$ cat src/rtl/qrs_candidate_detect.sv
// Adaptive-threshold QRS candidate finder on the Hilbert envelope stream.
// Emits the sample index of each accepted candidate's envelope maximum.
module qrs_candidate_detect #(
   parameter int unsigned LEARN_LEN   = 720,
   parameter int unsigned REFRACT_LEN = 72,
   parameter int unsigned MIN_WIDTH   = 4,
   parameter int unsigned MAX_WIDTH   = 54,
   parameter int unsigned NOISE_WIN   = 360
) (
   input  logic        clock_IHT,
   input  logic        reset,
   input  logic [15:0] env_in,
   input  logic        env_valid,
   output logic [31:0] addr_out,
   output logic        addr_valid,
   output logic [15:0] threshold,
   output logic        learning
);

   localparam int LW = $clog2(LEARN_LEN + 1);
   localparam int RW = $clog2(MAX_WIDTH + 1);
   localparam int FW = $clog2(REFRACT_LEN + 1);
   localparam int QW = $clog2(NOISE_WIN + 1);

   localparam logic [LW-1:0] LEARN_LAST = LW'(LEARN_LEN - 1);
   localparam logic [RW-1:0] RUN_FORCE  = RW'(MAX_WIDTH - 1);
   localparam logic [RW-1:0] RUN_MIN    = RW'(MIN_WIDTH);
   localparam logic [FW-1:0] RCNT_INIT  = FW'(REFRACT_LEN);
   localparam logic [QW-1:0] QUIET_LAST = QW'(NOISE_WIN - 1);

   typedef enum logic [1:0] {LEARN, SEARCH, RISE, REFRACT} state_t;

   state_t        state;
   logic [31:0]   idx;
   logic [15:0]   spk, npk, mmax, nmax, pk_val;
   logic [31:0]   pk_idx;
   logic [LW-1:0] lcnt;
   logic [RW-1:0] run;
   logic [FW-1:0] rcnt;
   logic [QW-1:0] qcnt;

   logic [15:0] thr, diff, mmax_c, nmax_c, pkv_c;
   logic [31:0] pki_c;
   logic        above, pk_new;

   function automatic logic [15:0] lvl(input logic [15:0] l, input logic [15:0] v);
      return l - (l >> 3) + (v >> 3);
   endfunction

   always_comb begin
      diff   = spk - npk;
      thr    = (spk > npk) ? npk + (diff >> 2) : npk;
      above  = env_in > thr;
      mmax_c = (env_in > mmax) ? env_in : mmax;
      nmax_c = (env_in > nmax) ? env_in : nmax;
      pk_new = env_in > pk_val;
      pkv_c  = pk_new ? env_in : pk_val;
      pki_c  = pk_new ? idx : pk_idx;
   end

   always_ff @(posedge clock_IHT or posedge reset) begin
      if (reset) begin
         state      <= LEARN;
         idx        <= '0;
         spk        <= '0;
         npk        <= '0;
         mmax       <= '0;
         nmax       <= '0;
         pk_val     <= '0;
         pk_idx     <= '0;
         lcnt       <= '0;
         run        <= '0;
         rcnt       <= '0;
         qcnt       <= '0;
         addr_out   <= '0;
         addr_valid <= 1'b0;
         threshold  <= '0;
         learning   <= 1'b1;
      end else begin
         addr_valid <= 1'b0;
         threshold  <= thr;
         if (env_valid) begin
            idx <= idx + 32'd1;
            unique case (state)
               LEARN: begin
                  if (lcnt == LEARN_LAST) begin
                     spk      <= mmax_c;
                     npk      <= mmax_c >> 3;
                     learning <= 1'b0;
                     lcnt     <= '0;
                     mmax     <= '0;
                     state    <= SEARCH;
                  end else begin
                     lcnt <= lcnt + 1'b1;
                     mmax <= mmax_c;
                  end
               end
               SEARCH: begin
                  if (above) begin
                     pk_val <= env_in;
                     pk_idx <= idx;
                     run    <= RW'(1);
                     state  <= RISE;
                  end else if (qcnt == QUIET_LAST) begin
                     npk  <= lvl(npk, nmax_c);
                     nmax <= '0;
                     qcnt <= '0;
                  end else begin
                     nmax <= nmax_c;
                     qcnt <= qcnt + 1'b1;
                  end
               end
               RISE: begin
                  if (above) begin
                     run    <= run + 1'b1;
                     pk_val <= pkv_c;
                     pk_idx <= pki_c;
                     // too wide to wait for the falling edge: force out now
                     if (run == RUN_FORCE) begin
                        addr_out   <= pki_c;
                        addr_valid <= 1'b1;
                        spk        <= lvl(spk, pkv_c);
                        rcnt       <= RCNT_INIT;
                        state      <= REFRACT;
                     end
                  end else if (run >= RUN_MIN) begin
                     addr_out   <= pk_idx;
                     addr_valid <= 1'b1;
                     spk        <= lvl(spk, pk_val);
                     rcnt       <= RCNT_INIT;
                     state      <= REFRACT;
                  end else begin
                     npk   <= lvl(npk, pk_val);
                     state <= SEARCH;
                  end
               end
               REFRACT: begin
                  rcnt <= rcnt - 1'b1;
                  if (rcnt == FW'(1)) begin
                     nmax  <= '0;
                     qcnt  <= '0;
                     state <= SEARCH;
                  end
               end
            endcase
         end
      end
   end

endmodule

$ cat config.mk
export PLATFORM = sky130hd
export DESIGN_NAME = qrs_candidate_detect
export DESIGN_NICKNAME = d
export VERILOG_FILES = /design/src/rtl/qrs_candidate_detect.sv
export SDC_FILE = /design/constraint.sdc
export NUM_CORES = 1
export LEC_CHECK = 0
export CAP_MARGIN = 10
export CORE_MARGIN = 4
export CORE_UTILIZATION = 51
export DETAILED_ROUTE_END_ITERATION = 10
export HOLD_SLACK_MARGIN = 0.12
export PLACE_DENSITY = 0.69
export SETUP_SLACK_MARGIN = 0.4
export SYNTH_ARGS = -nofsm -noshare
export SYNTH_HDL_FRONTEND = slang
export SYNTH_SLANG_ARGS = --single-unit
$ cat constraint.sdc
create_clock -name clock_IHT -period 10.4 [get_ports clock_IHT]
set_input_delay 1.04 -clock clock_IHT [delete_from_list [all_inputs] [get_ports clock_IHT]]
set_output_delay 1.04 -clock clock_IHT [all_outputs]
set_load 0.1 [all_outputs]
==> summary.txt <==
Setup path
  – FF-to-FF End: spk[15]
  – R2R depth: 32
  – CP Max Fanout: 14
  – CP Class: reg -> reg
  – Arrival @ worst endpoint: 9.69 ns
  – Required time worst endpoint: 10.88 ns
  – R2R Setup Slk: 1.20 ns
  – CP Capture Type: flip-flop
  – Top cell by count, worst path: ha_1
  – CP max stage cell: or4_1
  – Startpoint Class: flip-flop
  – Crit path largest cell delay: 0.65 ns
  – FF-to-FF Start: npk[1]

Hold path
  – Hold Path End: addr_out[12]
  – Worst Hold Class: reg -> reg
  – Hold path cells: 2
  – Hold path start: addr_out[12]

STA
  – Setup_tns: 0 ns
  – Final worst-path cycle share: 0.885
  – Max-Slew Margin vs Limit: 0.281
  – Worst-Margin Slew: 1.08 ns
  – Min Hold Slack: 0.485 ns
  – Fmax achieved: 109 MHz
  – Slew Viols, Final: 0
  – Fin worst setup slack: 1.20 ns
  – RSZ-0062 raised after global routing: no
  – Clk_skew: 0.0180 ns
  – Final setup fails: 0
  – Shortest period the worst path allows: 9.20 ns
  – Final Hold Fails: 0

GRT
  – First-pass GRT wire length: 66500 um
  – Initial antenna violation count: 0
  – Met1 Usage GRT: 0.335
  – Global route overflow: 0
  – Vias in the first global route: 12.6k
  – M2 GR Usage: 0.380
  – Largest net degree at the start of global routing: 112
  – GRT busiest layer: met2
  – Grt met3 use: 0.0355
  – GRT Overall Usage: 0.240

Logic synthesis
  – Post-synth top area cell: dfrtp_1
  – Post-synthesis simple-gate area fraction: 0.129
  – Multiplexer area fraction after synthesis: 0.0978
  – Syn Std Cell Area: 16000 sq um
  – Yosys reg bits: 228
  – Synthesized net count: 1881
  – YS warnings: 0
  – Main combinational cell family by area after synthesis: compound AO/OA/AOI/OAI gates
  – EDFF count, synth: 0
  – Commonest register cell after synthesis: dfrtp_1
  – Compound-gate portion of the synthesized area: 0.180
  – Syn Inst Count: 1695
  – Sequential cell area fraction in the yosys report: 0.357
  – Post-synthesis adder-cell area fraction: 0.133
  – Avg Cell Area, Syn: 9.42 sq um
  – Fraction of registers with async set/reset: 1.00
  – Synth Area in XOR/XNOR: 0.0548
  – Cell variety after synth: 82
  – Top-area cell type share of the netlist area: 0.356
  – Largest cells by area after synthesis: dfrtp_1 36%, ha_1 13%, mux2_2 4.9%, mux2i_1 4.6%, xnor2_1 4.0%

Clock tree
  – Post-CTS setup buffer count: 0
  – Clock buffer depth: 3
  – Post-CTS Hold Buffers: 0
  – Root Driver: clkbuf_16
  – Worst-path clk slew: 0.06 ns
  – TritonCTS buffer count: 27
  – PostCTS Resize Cnt: 0
  – Clk sinks: 228
  – H-tree levels: 1
  – CTS tree: built
  – Clock Latency Late Sink: 0.57 ns

Route
  – Routed vias: 12.9k
  – Antenna Nets Post-Route: 0
  – Drt wl/cell: 19.0 um
  – DRC: 0
  – 1st-pass router iterations: 5
  – Overall routed net length: 41100 um
  – Drt via density: 5.98
  – 1st-iter DRT viols: 870

Finish
  – Number of diodes: 0
  – Fin cells: 2165
  – Synth-to-Final Area Change: 11.9%
  – Layout filler cell count: 2677
  – Layout net count: 1934
  – Share of cells above drive strength 1: 0.0899

Floorplanning
  – FP Rows: 64
  – Die height: 185 um
  – DIE AREA: 34200 sq um
  – Die Wd: 185 um
  – CORE AREA: 30700 sq um
  – IO Count: 69
  – Starting density of the core: 0.519

Job
  – Max cap viols: 0

Placement
  – Pre-CTS WS: 1.38 ns
  – GPL Wtd Cong: 0.962
  – Post-DP HPWL: 30800 um
  – PortBufs: 68
  – Placed cell count: 2115

Status
  – Outcome: finished, final reports clean
[placed cells by master (no fill, tap or decap), drive strengths merged, types with 8 or more instances in the layout]
cell type and n:
nand4 27, o21a 27, o21ai 140, nor2b 20
nor4 8, a21o 23, a22o 18, and2 10
o31ai 13, mux2 71, buf 9, o211ai 10
a31oi 11, o22ai 17, clkdlybuf4s50 68, and3 15
nor3 31, xnor2 73, nand2 129, clkbuf 33
nand2b 11, a21oi 88, dfrtp 227, or2 11
ha 162, xor2 27, clkinv 10, mux2i 75
nor2 109, nand3 43, inv 130, a211oi 25
o21bai 16
[synth_stat cells (11+ instances only)]
library cell  number
o21a_1            27
o21ai_0          127
mux2_2            70
o21bai_1          14
a21oi_1           88
inv_1            127
mux2i_1           74
clkbuf_1          28
a21o_1            23
o22ai_1           17
a211oi_1          25
a22o_1            18
xor2_1            27
nor3_1            31
or2_2             11
nand3_1           43
nand4_1           27
o31ai_1           12
a31oi_1           11
nor2b_1           20
ha_1             162
xnor2_1           73
nor2_1           108
o21ai_1           12
and3_1            15
nand2_1          129
buf_2             17
dfrtp_1          227
[critical path, delay by kind of cell, from the launching register on]
| kind | cells | cell delay [ns] |
|---|---|---|
| muxes | 3 | 0.80 |
| xor gates and xnor gates | 2 | 0.30 |
| and+or+nand+nor | 6 | 1.98 |
| buffers and inverters | 1 | 0.11 |
| AOI/OAI and AO/OA | 16 | 4.12 |
| adders and majority gates | 4 | 1.31 |
| DFF | 1 | 0.49 |
[state kept, by name, summed over array words and instances (netlist names)]
signal / count
addr_out: 32
spk: 16
npk: 16
nmax: 16
pk_val: 16
lcnt: 10
learning: 1
addr_valid: 1
rcnt: 7
run: 6
idx: 32
mmax: 16
state: 2
qcnt: 9
pk_idx: 32
threshold: 16
[routing by layer]
layer / part of all wire / vias to the layer above
li1: - / 6216
met1: 0.45 / 6212
met2: 0.44 / 401
met3: 0.063 / 107
met4: 0.044 / 0
met5: 0 / -
[layout make-up]
| class | instances | area (sq um) | area share |
|---|---|---|---|
| timing repair buffer | 77 | 748 | 0.0419 |
| sequential | 228 | 5710 | 0.319 |
| clock buffer | 33 | 718 | 0.0402 |
| multi-input combinational | 1286 | 9540 | 0.534 |
| inverter | 128 | 488 | 0.0273 |
| tap | 396 | 495 | 0.0277 |
| clock inverter | 17 | 173 | 0.00966 |
[how the worst max path moves through the flow]
stage | startpoint | slack (ns) | to | depth (start not counted)
after floorplan | npk[1] | 2.19 | spk[15] | 36
after global placement | npk[1] | 1.55 | spk[15] | 32
after detailed placement | npk[1] | 1.38 | spk[14] | 34
after CTS | npk[1] | 1.31 | spk[14] | 34
after global routing | npk[1] | 0.66 | spk[14] | 34
final | npk[1] | 1.20 | spk[15] | 32
[logic make-up after synthesis]
| kind of cell | count (synthesis) |
|---|---|
| buffers and inverters | 181 |
| multiplexers | 146 |
| flip-flops | 228 |
| adder cells (fa/ha/maj) | 167 |
| XOR/XNOR | 100 |
| AO/OA/AOI/OAI | 438 |
| AND/OR/NAND/NOR | 435 |
[stage by stage]
step,util,cell area (sq um)
floorplan,-,16000
global placement,0.552,17000
detailed placement,0.552,17000
CTS,0.581,17900
global route,0.581,17900
finish,0.581,17900
Power is left out: the tool's default activity adds up to more than one toggle a clock period on the data nets, which glitch-free logic cannot reach.
